## src/rtl/rr_onehot_arbiter.sv

```systemverilog
// Four-requester round-robin arbiter with a registered one-hot grant.
// A grant is held until the owner signals done, withdraws its request, or
// the hold counter expires. At least one idle cycle separates grants, so
// the grant vector is always 4'b0000 or exactly one-hot.
module rr_onehot_arbiter #(
  parameter int unsigned TIMEOUT = 15,
  parameter int unsigned CW      = 8
) (
  input  logic       clk,
  input  logic       rst,
  input  logic [3:0] req,
  input  logic       done,
  output logic [3:0] gnt,
  output logic       gnt_valid,
  output logic       timeout,
  output logic [1:0] owner
);

  typedef enum logic {
    IDLE  = 1'b0,
    GRANT = 1'b1
  } state_t;

  // Last hold-count value before a forced release.
  localparam logic [CW-1:0] CNT_LAST = CW'(TIMEOUT - 1);
  localparam logic [CW-1:0] CNT_MAX  = {CW{1'b1}};

  state_t        state_q, state_d;
  logic [1:0]    ptr_q, ptr_d;
  logic [CW-1:0] cnt_q, cnt_d;
  logic [3:0]    gnt_q, gnt_d;
  logic [1:0]    owner_q, owner_d;
  logic          timeout_q, timeout_d;
  logic          gnt_valid_q, gnt_valid_d;

  logic          win_found_s;
  logic [1:0]    win_idx_s;
  logic [1:0]    cand_s;
  logic          release_s;
  logic          expire_s;

  // Binary index to one-hot code; the only way a grant vector is formed.
  function automatic logic [3:0] onehot4(input logic [1:0] idx);
    logic [3:0] code;
    code = 4'b0001 << idx;
    return code;
  endfunction

  // Round-robin search: first set request starting at ptr and wrapping.
  always_comb begin
    win_found_s = 1'b0;
    win_idx_s   = 2'd0;
    cand_s      = 2'd0;
    for (int i = 0; i < 4; i++) begin
      cand_s = ptr_q + 2'(i);
      if (!win_found_s && req[cand_s]) begin
        win_found_s = 1'b1;
        win_idx_s   = cand_s;
      end else begin
        win_found_s = win_found_s;
      end
    end
  end

  // Release qualification: done/withdrawal wins over expiry, so a
  // simultaneous expiry is a normal release without a timeout pulse.
  always_comb begin
    release_s = done || !req[owner_q];
    expire_s  = !release_s && (cnt_q >= CNT_LAST);
  end

  // Next-state and next-output logic for the IDLE/GRANT machine.
  always_comb begin
    state_d     = state_q;
    ptr_d       = ptr_q;
    cnt_d       = cnt_q;
    gnt_d       = gnt_q;
    owner_d     = owner_q;
    timeout_d   = 1'b0;
    gnt_valid_d = gnt_valid_q;
    case (state_q)
      IDLE: begin
        cnt_d = {CW{1'b0}};
        if (win_found_s) begin
          state_d     = GRANT;
          gnt_d       = onehot4(win_idx_s);
          owner_d     = win_idx_s;
          gnt_valid_d = 1'b1;
        end else begin
          gnt_d       = 4'b0000;
          owner_d     = 2'd0;
          gnt_valid_d = 1'b0;
        end
      end
      GRANT: begin
        if (release_s || expire_s) begin
          state_d     = IDLE;
          gnt_d       = 4'b0000;
          owner_d     = 2'd0;
          gnt_valid_d = 1'b0;
          cnt_d       = {CW{1'b0}};
          ptr_d       = owner_q + 2'd1;
          timeout_d   = expire_s;
        end else if (cnt_q != CNT_MAX) begin
          cnt_d = cnt_q + {{(CW-1){1'b0}}, 1'b1};
        end else begin
          cnt_d = cnt_q;
        end
      end
      default: begin
        state_d     = IDLE;
        gnt_d       = 4'b0000;
        owner_d     = 2'd0;
        gnt_valid_d = 1'b0;
        cnt_d       = {CW{1'b0}};
      end
    endcase
  end

  // State and output registers with synchronous reset.
  always_ff @(posedge clk) begin
    if (rst) begin
      state_q     <= IDLE;
      ptr_q       <= 2'd0;
      cnt_q       <= {CW{1'b0}};
      gnt_q       <= 4'b0000;
      owner_q     <= 2'd0;
      timeout_q   <= 1'b0;
      gnt_valid_q <= 1'b0;
    end else begin
      state_q     <= state_d;
      ptr_q       <= ptr_d;
      cnt_q       <= cnt_d;
      gnt_q       <= gnt_d;
      owner_q     <= owner_d;
      timeout_q   <= timeout_d;
      gnt_valid_q <= gnt_valid_d;
    end
  end

  assign gnt       = gnt_q;
  assign gnt_valid = gnt_valid_q;
  assign timeout   = timeout_q;
  assign owner     = owner_q;

endmodule

```

## config.mk

```make
export PLATFORM = sky130hd
export DESIGN_NAME = rr_onehot_arbiter
export DESIGN_NICKNAME = d
export VERILOG_FILES = /design/src/rtl/rr_onehot_arbiter.sv
export SDC_FILE = /design/constraint.sdc
export NUM_CORES = 1
export LEC_CHECK = 0
export CAP_MARGIN = 20
export CORE_MARGIN = 8
export CORE_UTILIZATION = 44
export DETAILED_ROUTE_END_ITERATION = 16
export PLACE_DENSITY = 0.72
export SYNTH_ARGS = -nofsm -noshare
export SYNTH_HDL_FRONTEND = slang
export SYNTH_SLANG_ARGS = --single-unit
```

## constraint.sdc

```tcl
create_clock -name clk -period 1.6 [get_ports clk]
set_input_delay 0.48 -clock clk [delete_from_list [all_inputs] [get_ports clk]]
set_output_delay 0.48 -clock clk [all_outputs]
set_load 0.02 [all_outputs]
```

# After elaboration in Yosys (flattened, before gate mapping)
# Cells that the tools add are included.
# classes
add_sub_neg	5
multipliers	0
div	0
magnitude_cmp	6
n_eq_ne	3
shift	1
muxes	32
bitwise_logic	2
reduce_logical	13
# ops
operator	count
$mux W8	2
$pmux W8 S2	1
$lt A2 B3 Y1 const B	5
$mux W1	12
$mux W2	6
$bmux W1 S2	5
$add A8 B1 Y8 const B	1
$ge A8 B4 Y1 const B	1
$mux W4	2
$ne A8 B8 Y1 const B	1
$pmux W4 S2	1
$logic_not A1 Y1	5
$add A2 B1 Y2 const B	2
$add A2 B2 Y2 const B	2
$logic_and A1 B1 Y1	4
$pmux W1 S2	2
$pmux W2 S2	1
$shl A1 B2 Y4 const A	1
$ne A3 B1 Y1 const B	1
$reduce_or A3 Y1	1
$logic_or A1 B1 Y1	2
$ne A2 B1 Y1 const B	1
$not A1 Y1	2
$reduce_and A2 Y1	1
# totals
regBits	19
latchBits	0
mem_bits_rw	0
rom_bits	0
in_bits	7
mem_count	0

# Longest topological paths before layout
# logic_depth
word_depth	15
mapped_depth	7

# Worst setup path after synthesis
# No wires, ideal clock.
# synth_path
kind	register to register
startpoint	reg owner_q[0] (netlist: owner[0])
endpoint	reg ptr_q[0]
setup_ps	91
arrival_ps	1560
slack_ps	-51
stages_incl_launch_ff	5
path_buffers	0
period_less_slack_ps	1651
path_cell_list	dfxtp_1 mux4_2 a41oi_2 nor2_1 a311oi_1
# synth_via
elab_chain_cells	8
word_cells_on_any_way	9
# synth_rtl
element	line_no	text
from (decl)	32	logic [1:0] owner_q, owner_d;
from (signal assigned)	135	owner_q <= owner_d;
$bmux W1 S2	68	release_s = done || !req[owner_q];
$mux W1 (not written as such)	68	
$logic_not A1 Y1	68	
$logic_or A1 B1 Y1	68	
$logic_not A1 Y1	69	expire_s = !release_s && (cnt_q >= CNT_LAST);
$logic_and A1 B1 Y1	69	
$logic_or A1 B1 Y1	96	if (release_s || expire_s) begin
$reduce_and A2 Y1 (no source line)	n/a	
to (signal assigned)	132	ptr_q <= ptr_d;
to (decl)	29	logic [1:0] ptr_q, ptr_d;
# Parallel ways exist; a longest one is shown, timed or not. The select of a mux whose other input is x is not followed.
# A chain may end at the register's enable or synchronous reset.

# Worst setup path after layout
# layout_path
startpoint	in req[3]
endpoint	reg gnt_q[3] (netlist: gnt[3])
# layout_via
elab_chain_cells	15
word_cells_on_any_way	33
# layout_rtl
element	line_no	text
from (decl)	11	input logic [3:0] req,
$bmux W1 S2	56	if (!win_found_s && req[cand_s]) begin
$mux W1 (not written as such)	56	
$mux W1	56	
$logic_not A1 Y1	56	
$logic_and A1 B1 Y1	56	
$mux W1	56	
$logic_not A1 Y1	56	
$logic_and A1 B1 Y1	56	
$mux W1	56	
$logic_not A1 Y1	56	
$logic_and A1 B1 Y1	56	
$mux W2	56	
$shl A1 B2 Y4	45	code = 4'b0001 << idx;
$mux W4	84	if (win_found_s) begin
$pmux W4 S2	81	case (state_q)
to (signal assigned)	134	gnt_q <= gnt_d;
to (decl)	31	logic [3:0] gnt_q, gnt_d;
# Parallel ways exist; a longest one is shown, timed or not. The select of a mux whose other input is x is not followed.

==> key figures <==
Run status
  • Outcome: finished with violations
  • Failing checks: negative setup slack

Place
  • IO Port Bufs: 14
  • Placed cell count: ~130
  • Detailed placement HPWL: between 1000 and 1500 um
  • Setup WS pre-CTS: -0.5470 ns
  • Placer Congestion: around 0.9
  • Placed inst area: about 1100 um2

STA
  • Fin crit share: 102.3%
  • Final setup violating endpoints: 3
  • Setup ws final: -0.03607 ns
  • Final hold violation count: 0
  • Fmax: between 600 and 700 MHz
  • RSZ-0062 raised after global routing: yes
  • Skew final: 0.002270 ns
  • Setup_tns: -0.07245 ns
  • Max-slew violations: 0
  • Hold slack final: roughly 0.46 ns
  • Period minus WS final: around 1.6 ns

Worst hold path
  • Worst hold start: gnt_valid$_SDFFE_PP0P_
  • Worst hold path class: flop to flop
  • WHS Endpoint: gnt_valid$_SDFFE_PP0P_
  • Worst Hold Path Cells: 1

Clocking
  • CTS Hold Buffers Added: 0
  • CTS tree: yes
  • H-tree depth: 1
  • Longest Clk Path Bufs: 2
  • CTS Buf Count: 3
  • Clock latency on the worst-skew pair: 0.29 ns
  • Reg clk slew, reported paths: ~0.10 ns
  • Clock tree root buffer cell: clkbuf_4
  • CTS Sinks: 19

Worst setup path
  • R2R Setup Slk: ~0.040 ns
  • Slowest Stage Delay on Critical Path: about 0.45 ns
  • Worst path cell trace: dlygate4sd2_1 > nor4_1 > or3_1 > nor4_2 > buf_4 > a22o_1
  • Critical Path Start Type: input port
  • Beginning of the critical path: req[3]
  • CP bufs+invs: 2
  • RR Startpoint: cnt_q[0]$_SDFFE_PP0P_
  • Crit Path Class: input port to flop
  • CP Capture Type: flop
  • CP Data Required Time: approximately 1.8 ns
  • CP Max Fanout: 5
  • Crit path depth: 6
  • Reg2Reg Depth: 6
  • R2r endpoint: ptr_q[0]$_SDFFE_PP0P_
  • Critical Path AT: 1.83 ns
  • Slowest-stage cell, CP: nor4_1
  • Crit path max-delay family: simple AND/OR/NAND/NOR gates

Pwr
  • PD cells: 810.4 nW/um2
  • Leak pwr: 0.0004793 uW
  • Worst VDD drop: about 610 uV

GRT
  • Routing usage on met1: 14.52%
  • Largest net degree at the start of global routing: 11
  • Antenna violations before repair: 0
  • Met3 Usage GRT: ~3.3%
  • GRT Overall Usage: a little under an eighth
  • GR Layer Usage met2: between 15 and 20%
  • Top Usage Layer GRT: met2
  • Total global routing overflow: 0
  • Vias in the first global route: 698
  • First-pass GRT wire length: 3077 um

Routing
  • DRC: 0
  • Final ANT Viol Nets: 0
  • Initial DRC count: 11
  • Total Routed Length: between 1500 and 2000 um
  • Vias: about 720
  • Avg Vias per Cell: about 5.2
  • Router iterations before antenna repair: 4
  • Wire per inst: approximately 14 um

Cells and area
  • Layout cell share with drive strength beyond 1: a little over a quarter
  • Inserted Diodes: 0
  • Area Growth Syn to Fin: 41.28%
  • Commonest non-fill, non-tap cell in the layout: dfxtp_1
  • Commonest non-fill, non-tap cells in the layout: dfxtp_1, buf_4, dlygate4sd2_1
  • Final design instance area without fill: ~1100 um2
  • Fillcell total: 161
  • Post-route insts no fill: about 140
  • Final #Nets: 124

Floorplan
  • Initial Util: 46.52%
  • Row count: 15
  • Die W: between 50 and 60 um
  • Die height: a little under 60 um
  • Core Area: approximately 1700 um2
  • Total Die Area: between 3000 and 4000 um2
  • IO Pins: 15

Yosys
  • Yosys top cell area share: 47.35%
  • Synth Warn #: 0
  • EDFF count, synth: 0
  • Fraction of registers with async set/reset: 0%
  • Syn Area/Cell: just under 10 um2
  • Ranking of synthesized cells by area: dfxtp_1, a21oi_1, nor2_1
  • Number of synthesized register bits: 19
  • Synth Instances: between 80 and 90
  • Main synth FF type: dfxtp_1
  • Largest area contributor in the netlist: dfxtp_1
  • Area of the mapped netlist: roughly 800 um2
  • Sequential share of the synthesized area: 47.35%
  • Count of different cell masters after synthesis: 36

Job
  • Max Cap Violations: 0
## worst reg2reg max path: stages (launching register included)
cell and delay (ns):
dfxtp_2 0.34, inv_1 0.04, ha_1 0.19, o211ai_1 0.24, nand2_1 0.11, or3_1 0.36
a311oi_1 0.21
## worst max path at each step
| stage | to | slack [ns] |
|---|---|---|
| finish | gnt[3]$_SDFFE_PP0P_ | -0.04 |
| global route | gnt[3]$_SDFFE_PP0P_ | -0.1 |
| CTS | ptr_q[0]$_SDFFE_PP0P_ | -0.05 |
| detailed placement | ptr_q[0]$_SDFFE_PP0P_ | -0.55 |
| global placement | ptr_q[0]$_SDFFE_PP0P_ | -0.50 |
| floorplan | ptr_q[0]$_SDFFE_PP0P_ | 0.02 |
## registers in the layout, indices dropped and copies added (netlist names)
| signal | flops |
|---|---|
| timeout | 1 |
| ptr_q | 2 |
| cnt_q | 8 |
| owner | 2 |
| gnt_valid | 1 |
| gnt | 4 |
| state_q | 1 |
## repair_timing
item / 4_1_cts / 5_1_grt
setup buffers: 0 / 1
endpoints found under the setup margin: 23 / 5
resized for setup: 16 / 5
pin swaps: 3 / 3
endpoints found under the hold margin: 0 / 0
## where the power goes
part | switching (uW) | leakage [uW] | internal (uW)
Clock | 136 | 0.0000150 | 97.0
Sequential | 24.6 | 0.000157 | 497
Combinational | 81.8 | 0.000307 | 83.1
Total | 242 | 0.000479 | 678
## Yosys cell counts, drive strengths merged, types with 2 or more instances
| master | number |
|---|---|
| a21o | 2 |
| a21oi | 7 |
| a22o | 3 |
| clkbuf | 2 |
| dfxtp | 19 |
| ha | 2 |
| inv | 5 |
| mux2i | 2 |
| nand2 | 3 |
| nand3 | 2 |
| nor2 | 7 |
| nor4 | 3 |
| o2bb2ai | 2 |
| or2 | 2 |
| or3 | 2 |
## layout make-up
cell class,count,area (um2),share of cell area (%)
clock buffers,4,26.28,2.315
inverters,5,18.77,1.654
multi-input cells,57,435.4,38.37
flip-flops and latches,19,385.4,33.96
well taps,25,31.28,2.756
repair buffers,29,237.7,20.95
## metrics by stage
| stage | total power [uW] | util (%) |
|---|---|---|
| global placement | 697.3 | 62.61 |
| global route | 970.8 | 65.72 |
| floorplan | 611.7 | - |
| detailed placement | 701.5 | 62.61 |
| CTS | 927.4 | 64.35 |
| finish | 919.7 | 65.72 |
## kinds of logic after synthesis
family                     count (synthesis)  share of synthesized area, %
muxes                                      3                         5.296
buffers and inverters                      7                         3.272
DFF                                       19                         47.35
and+or+nand+nor                           23                         16.36
AOI/OAI and AO/OA                         24                         21.97
other                                      1                        0.4668
xor gates and xnor gates                   2                         2.181
adders and majority gates                  2                         3.115
## layer usage
layer  routed length (um)  up-vias
li1                     -      358
met1                  860      349
met2                  922       13
met3                   88        4
met4                   22        0
met5                    0        -
Note: power is estimated with default switching activity, not from simulation.
